**config.mk**
```make
export PLATFORM = sky130hd
export DESIGN_NAME = handshake_rr_arbiter
export DESIGN_NICKNAME = d
export VERILOG_FILES = /design/src/rtl/handshake_rr_arbiter.sv
export SDC_FILE = /design/constraint.sdc
export NUM_CORES = 1
export LEC_CHECK = 0
export ABC_AREA = 1
export CORE_MARGIN = 1.5
export CORE_UTILIZATION = 39
export DETAILED_ROUTE_END_ITERATION = 16
export HOLD_SLACK_MARGIN = 0.12
export PLACE_DENSITY = 0.77
export SETUP_SLACK_MARGIN = 0.02
export SLEW_MARGIN = 5
export SYNTH_ARGS = -nofsm -noshare
export SYNTH_HDL_FRONTEND = slang
export SYNTH_SLANG_ARGS = --single-unit
```
**constraint.sdc**
```tcl
create_clock -name clock -period 1.7 [get_ports clock]
set_input_delay 0.425 -clock clock [delete_from_list [all_inputs] [get_ports clock]]
set_output_delay 0.425 -clock clock [all_outputs]
set_load 0.05 [all_outputs]
```
**src/rtl/handshake_rr_arbiter.sv**
```systemverilog
// Round-robin arbiter merging NUM_REQ valid/ready sources into one registered output slice.
// Define HANDSHAKE_RR_ARBITER_LOCK_EN to add i_last and hold the grant for multi-beat packets.
module handshake_rr_arbiter #(
    parameter int VALUE_BITS = 8,
    parameter int NUM_REQ    = 4,
    parameter int ID_BITS    = $clog2(NUM_REQ)
) (
    input  logic                          clock,
    input  logic                          reset,
    input  logic [NUM_REQ*VALUE_BITS-1:0] i_value,
    input  logic [NUM_REQ-1:0]            i_valid,
    output logic [NUM_REQ-1:0]            o_ready,
    output logic [VALUE_BITS-1:0]         o_value,
    output logic [ID_BITS-1:0]            o_id,
    output logic                          o_valid,
    input  logic                          i_ready
`ifdef HANDSHAKE_RR_ARBITER_LOCK_EN
    ,
    input  logic [NUM_REQ-1:0]            i_last
`endif
);

    logic [ID_BITS-1:0]    ptr_q, ptr_d;
    logic                  o_valid_q, o_valid_d;
    logic [VALUE_BITS-1:0] o_value_q, o_value_d;
    logic [ID_BITS-1:0]    o_id_q, o_id_d;
`ifdef HANDSHAKE_RR_ARBITER_LOCK_EN
    logic                  lock_q, lock_d;
`endif

    logic [VALUE_BITS-1:0] req_value [NUM_REQ];
    logic                  grant_found;
    logic [ID_BITS-1:0]    grant_id;
    logic [ID_BITS-1:0]    idx_id;
    int                    idx;
    logic                  load_en;
    logic                  in_xfer;

    for (genvar k = 0; k < NUM_REQ; k++) begin : g_req_value
        assign req_value[k] = i_value[k*VALUE_BITS +: VALUE_BITS];
    end

    // Walk from farthest to nearest so the nearest valid requester after ptr wins.
    always_comb begin
        grant_found = 1'b0;
        grant_id    = '0;
        idx         = 0;
        idx_id      = '0;
        for (int i = NUM_REQ; i >= 1; i--) begin
            idx = int'(ptr_q) + i;
            if (idx >= NUM_REQ) idx = idx - NUM_REQ;
            idx_id = ID_BITS'(idx);
            if (i_valid[idx_id]) begin
                grant_found = 1'b1;
                grant_id    = idx_id;
            end
        end
`ifdef HANDSHAKE_RR_ARBITER_LOCK_EN
        // ptr still names the locked requester, since a transfer always moves ptr to its source.
        if (lock_q) begin
            grant_found = i_valid[ptr_q];
            grant_id    = ptr_q;
        end
`endif
    end

    assign load_en = !o_valid_q | i_ready;
    assign in_xfer = load_en & grant_found & !reset;

    always_comb begin
        o_ready = '0;
        for (int k = 0; k < NUM_REQ; k++) begin
            o_ready[k] = in_xfer & (grant_id == ID_BITS'(k));
        end
    end

    always_comb begin
        ptr_d     = ptr_q;
        o_valid_d = o_valid_q;
        o_value_d = o_value_q;
        o_id_d    = o_id_q;
`ifdef HANDSHAKE_RR_ARBITER_LOCK_EN
        lock_d    = lock_q;
`endif
        if (in_xfer) begin
            o_valid_d = 1'b1;
            o_value_d = req_value[grant_id];
            o_id_d    = grant_id;
            ptr_d     = grant_id;
`ifdef HANDSHAKE_RR_ARBITER_LOCK_EN
            lock_d    = !i_last[grant_id];
`endif
        end else if (o_valid_q && i_ready) begin
            o_valid_d = 1'b0;
            o_value_d = '0;
        end
    end

    always_ff @(posedge clock) begin
        if (reset) begin
            ptr_q     <= ID_BITS'(NUM_REQ - 1);
            o_valid_q <= 1'b0;
            o_value_q <= '0;
            o_id_q    <= '0;
`ifdef HANDSHAKE_RR_ARBITER_LOCK_EN
            lock_q    <= 1'b0;
`endif
        end else begin
            ptr_q     <= ptr_d;
            o_valid_q <= o_valid_d;
            o_value_q <= o_value_d;
            o_id_q    <= o_id_d;
`ifdef HANDSHAKE_RR_ARBITER_LOCK_EN
            lock_q    <= lock_d;
`endif
        end
    end

    assign o_valid = o_valid_q;
    assign o_value = o_value_q;
    assign o_id    = o_id_q;

endmodule

```
==> flow_metrics.tcl, run 1 <==
set metrics [dict create \
    via_per_inst 4.80 \
    clock-root-buffer "clkbuf_4" \
    wire_per_inst_um 12.2 \
    place_congestion 0.873 \
    max_stage_delay_ns 0.39 \
    critPathSlowestCell "dfxtp_4" \
    timing.final.crit_share_pct 129 \
    leakagePower_nw 1.23 \
    final_cell_mix "inv_1 (38), nand2_1 (37), buf_4 (35), clkdlybuf4s50_1 (34), nand3_1 (31)" \
    path_cells "buf_6 -> nand2_1 -> nand2_2 -> nand2_2 -> nand2_2 -> nand2_2 -> nand3_4 -> nand2_4 -> inv_8 -> nor3_4 -> buf_12" \
    start_kind "flip-flop" \
    path_class "flip-flop to primary output" \
    dpl.hpwl_um 2760 \
    max-vdd-ir-drop_v 0.000819 \
    dp.cells 329 \
    antenna_found_initial 0 \
    cts_tree "done" \
    dr.pass1.iters 4 \
    hold_violations 0 \
    crit_top_cell "nand2_2" \
    clk_latency_ns 0.26 \
    drive_gt1_share_pct 45.3 \
    arrival_ns 1.77 \
    ios 54 \
    skew_ns 0.000869 \
    area_growth_pct 86.3 \
    stdcell_count 342 \
    tightest_slew_ns 0.268 \
    antenna_cells 0 \
    dpl_worst_slack_ns -0.836 \
    final_common_cell "inv_1" \
    rows 20 \
    synth_largest_area_cell "dfxtp_1" \
    setup_ws_ns -0.499 \
    track_usage_pct 21.2 \
    rsz0062_at_grt "true" \
    synth_area_per_cell_um2 6.19 \
    powerDensity_nw_per_um2 1840 \
    crit_family "simple AND/OR/NAND/NOR gates" \
    cp_max_fo 5 \
    cts_max_level 1 \
    synth_top_area_share_pct 19.9 \
    chipWidth_um 60.9 \
    start_util_pct 41.8 \
    required_ns 1.27 \
    die_h_um 60.9 \
    fmaxAchievable_mhz 455 \
    fin_crit_ns 2.20 \
    numCtsBuffers 3 \
    cts_max_path_buffers 2 \
    synthDistinctLibCells 25 \
    drt_iter0_drc 47 \
    ys_warn_count 0 \
    cts_sinks 13 \
    setup_tns_ns -3.57 \
    synth_area_um2 1310 \
    grt_overflow_total 0 \
    cts_hold_repair.buffers 0 \
    end_kind "primary output" \
    ys_seq_area_share_pct 19.9 \
    synth_area_leaders "dfxtp_1 (20%), nand2_1 (16%), inv_1 (14%), nand3_1 (12%), nand2_2 (11%)" \
    drc_errors 0 \
    routed_wl_um 4190 \
    core-area_um2 3130 \
    fillCellCount 218 \
    grt_pass1_wl_um 5980 \
    slew_violations 0 \
    dieArea_um2 3710 \
    hold_path_class "flip-flop to flip-flop" \
    fin_nets 338 \
    vias 1640 \
    antenna_left 0 \
    synth_fp_nets 250 \
    maxSlewHeadroom_pct 82.1 \
    design_area_um2 2430 \
    outcome "complete, but fails checks" \
    clk_pin_slew_ns 0.08 \
    ys_ff_latch 13 \
    cap_violations 0 \
    grt_pass1_vias 1409 \
    postSynthCellCount 211 \
    setup_viol 14 \
    grt_max_degree 17 \
    crit_buf_inv 3 \
    io_buffers 53 \
    violations "negative setup slack" \
    placement.cell_area_um2 2130 \
]
-- cell families after synthesis --
kind of cell | after synthesis | share of synthesized area (%)
and+or+nand+nor | 125 | 49.2
buffers and inverters | 55 | 19.6
AOI/OAI and AO/OA | 18 | 11.2
DFF | 13 | 19.9
-- worst min-delay path: stages (launching register included) --
cell and delay, ns:
dfxtp_1 0.31, nand2_1 0.08, a21oi_2 0.05
-- worst paths after layout --
path,from,slack (ns),endpoint,cells past startpoint
worst max register to register,ptr_q[0]$_SDFFE_PP1P_,-0.22,o_value[1]$_SDFFE_PP0P_,15
worst max-delay path,ptr_q[0]$_SDFFE_PP1P_,-0.50,o_ready[3],11
worst min register to register,o_value[4]$_SDFFE_PP0P_,0.48,o_value[4]$_SDFFE_PP0P_,2
worst min-delay path,o_value[4]$_SDFFE_PP0P_,0.48,o_value[4]$_SDFFE_PP0P_,2
-- area by class of cell --
cell class	count	area, um^2	area share (%)
Sequential cell	13	265	10.9
Clock buffer	4	26.3	1.08
Tap cell	44	55.1	2.26
Multi-Input combinational cell	143	998	41.0
Timing Repair Buffer	89	877	36.0
Inverter	49	211	8.69
-- flip-flops by register name (all words and copies together), names as in the netlist --
signal / flops
o_value: 8
o_id: 2
ptr_q: 2
o_valid: 1
-- power by group --
part / internal (mW) / total, mW / switching, mW / leakage, nW
combinational: 1.59 / 3.79 / 2.20 / 1.11
sequential: 0.417 / 0.513 / 0.0956 / 0.107
clock: 0.0906 / 0.184 / 0.0937 / 0.0150
-- synthesized netlist by cell type --
cell type,number
a21oi_1,1
a21oi_2,9
a21oi_4,1
a31oi_1,1
buf_12,1
buf_2,1
buf_6,3
clkbuf_8,1
dfxtp_1,13
inv_1,47
inv_2,2
nand2_1,54
nand2_2,24
nand2_4,2
nand3_1,31
nand3_2,2
nand3_4,3
nand4_1,1
nor2_1,6
nor2_2,1
nor3_1,1
o211ai_1,2
o21ai_0,2
o21bai_1,1
o31ai_1,1
-- per-stage QoR --
step                      power (mW)  hold WS (ns)  util [%]
after CTS                       4.20         0.480      74.8
final                           4.49         0.483      77.8
after floorplan                 2.70         0.548         -
after global routing            4.79         0.495      77.8
after global placement          3.60         0.468      68.1
after detailed placement        3.61         0.467      68.1
-- layer usage --
metal	GRT usage, %	routed length [um]	vias up
li1	-	-	821
met1	26.8	1670	754
met2	37.9	2230	53
met3	1.71	184	12
met4	6.83	101	0
met5	0	0	-
-- timing repair --
item,4_1_cts,5_1_grt
pin swaps,20,7
buffers inserted,4,6
cloned,0,0
resized for setup,47,13
setup endpoints to repair,15,15
Note: power is estimated with default switching activity, not from simulation.
==> inputs of run 2 (changes only) <==
--- a/config.mk
+++ b/config.mk
@@ -6,11 +6,12 @@
 export NUM_CORES = 1
 export LEC_CHECK = 0
 export ABC_AREA = 1
-export CORE_MARGIN = 1.5
-export CORE_UTILIZATION = 39
+export CORE_MARGIN = 2
+export CORE_UTILIZATION = 57
 export DETAILED_ROUTE_END_ITERATION = 16
+export DONT_BUFFER_PORTS = 1
 export HOLD_SLACK_MARGIN = 0.12
-export PLACE_DENSITY = 0.77
+export PLACE_DENSITY = 0.75
 export SETUP_SLACK_MARGIN = 0.02
 export SLEW_MARGIN = 5
 export SYNTH_ARGS = -nofsm -noshare
==> run 2 against run 1 <==
  * The flow still finishes with violations (negative setup slack)
  * Clock-buffer cell count decreased by 1
  * Register-to-register slack got worse by 0.02 ns
  * Non-clock buffer count is 61 lower
  * Global-route usage is 5.8 points higher
  * Sequential power up 56%
  * Power is 12% lower
  * Cell area decreased by 26%
  * First-iteration DRC count decreased by 45%
  * Critical path type unchanged
==> flow_metrics.tcl, run 2 (synthesis results as in run 1) <==
set metrics [dict create \
    outcome "complete, but fails checks" \
    violations "negative setup slack" \
    r2r_cells 14 \
    hold_violations 0 \
    skew_ns 0.00860 \
    post-route-util_pct 82.4 \
    die_h_um 51.9 \
    fin_nets 277 \
    area_growth_pct 38.1 \
    core-area_um2 2190 \
    antenna_found_initial 0 \
    wire_per_inst_um 13.9 \
    final_cell_mix "nand2_1 (39), inv_1 (39), nand3_1 (31), nand2_2 (27), buf_4 (17)" \
    drc_errors 0 \
    start_kind "flip-flop" \
    numCtsBuffers 3 \
    setup_ws_ns -0.626 \
    dpl.hpwl_um 2560 \
    slew_violations 0 \
    fin_crit_ns 2.33 \
    cap_violations 0 \
    vias 1418 \
    design_area_um2 1800 \
    cts_tree "done" \
    rsz0062_at_grt "true" \
    max-vdd-ir-drop_v 0.00135 \
    p_int_mw 1.73 \
    via_per_inst 5.35 \
    track_usage_pct 27.0 \
    antenna_cells 0 \
    antenna_left 0 \
    dr.pass1.iters 4 \
    chipWidth_um 51.9 \
    drive_gt1_share_pct 45.6 \
    cts_sinks 13 \
    clk_latency_ns 0.28 \
    maxSlewHeadroom_pct 64.2 \
    grt_pass1_vias 1289 \
    cts_max_path_buffers 2 \
    ios 54 \
    min_path_cells 1 \
    end_kind "primary output" \
    clk_pin_slew_ns 0.09 \
    routed_wl_um 3690 \
    largest_reg_flops 8 \
    p_switching_mw 2.22 \
    placement.cell_area_um2 1600 \
    io_buffers 0 \
    fmaxAchievable_mhz 430 \
    required_ns 1.27 \
    fillCellCount 151 \
    setup_viol 13 \
    cts_max_level 1 \
    clock_power_share_pct 5.0 \
    tightest_slew_ns 0.536 \
    leakagePower_nw 0.945 \
    arrival_ns 1.90 \
    swShare_pct 56.2 \
    rows 17 \
    clock-root-buffer "clkbuf_4" \
    power_frac_seq_pct 20.2 \
    cp_max_fo 4 \
    path_class "flip-flop to primary output" \
    drt_iter0_drc 26 \
    timing.final.crit_share_pct 137 \
    grt_overflow_total 0 \
    hold_path_class "input pin to flip-flop" \
    place_congestion 0.900 \
    power_frac_comb_pct 74.8 \
    cts_hold_repair.buffers 0 \
    grt_pass1_wl_um 5440 \
    grt_max_degree 17 \
    powerDensity_nw_per_um2 2190 \
    start_util_pct 59.6 \
    dieArea_um2 2690 \
]
[run 2: what timing repair did]
action,CTS,global route
gates cloned,1,0
resized for setup,23,17
endpoints found under the setup margin,13,14
pin swaps,6,14
buffers inserted,0,2
[run 2: per-layer routing]
layer / routed length [um] / vias up / GRT usage [%]
met5: 0 / - / 0
met4: 52 / 0 / 7.46
met3: 193 / 8 / 4.89
met2: 1950 / 61 / 48.3
met1: 1500 / 654 / 32.8
li1: - / 695 / -
[run 2: area by class of cell]
type                            count  area, um^2  share of cell area, %
Sequential cell                    13         268                   14.8
Timing Repair Buffer               28         312                   17.3
Multi-Input combinational cell    143         951                   52.7
Clock inverter                      1        5.00                  0.277
Clock buffer                        3        22.5                   1.25
Inverter                           49         211                   11.7
Tap cell                           28        35.0                   1.94
[run 2: metrics by stage]
stage / hold WS (ns) / std cells / worst slack, ns / setup TNS [ns] / power (mW)
detailed placement: 0.490 / 258 / -0.287 / -2.08 / 3.35
global route: 0.172 / 265 / -0.677 / -4.94 / 4.21
floorplan: 0.548 / 211 / -0.401 / -1.32 / 2.70
global placement: 0.490 / 258 / -0.203 / -1.31 / 3.28
CTS: 0.186 / 263 / -0.522 / -3.42 / 3.75
finish: 0.193 / 265 / -0.626 / -4.19 / 3.95
[run 2: path summary, 6_finish.rpt]
kind,to,startpoint,slack (ns)
max,o_ready[3],ptr_q[0]$_SDFFE_PP1P_,-0.63
min,o_value[6]$_SDFFE_PP0P_,reset,0.19
max reg2reg,o_value[1]$_SDFFE_PP0P_,ptr_q[0]$_SDFFE_PP1P_,-0.24
min reg2reg,ptr_q[0]$_SDFFE_PP1P_,ptr_q[0]$_SDFFE_PP1P_,0.71
[run 2: critical path: stages (launching register included)]
cell and delay, ns:
dfxtp_4 0.40, buf_16 0.14, o21ai_2 0.22, nand2_4 0.08, nand2_1 0.09, nand2_1 0.08
nand2_2 0.10, buf_6 0.11, a21oi_4 0.07, nor3_4 0.15, buf_12 0.16
[run 2: power by group through the flow]
stage / registers [mW] / logic (mW) / clock network (mW)
6_report: 0.799 / 2.96 / 0.197
5_1_grt: 0.807 / 3.19 / 0.217
4_1_cts: 0.789 / 2.76 / 0.200
3_5_place_dp: 0.774 / 2.57 / 0
3_3_place_gp: 0.768 / 2.51 / 0
2_1_floorplan: 0.758 / 1.95 / 0
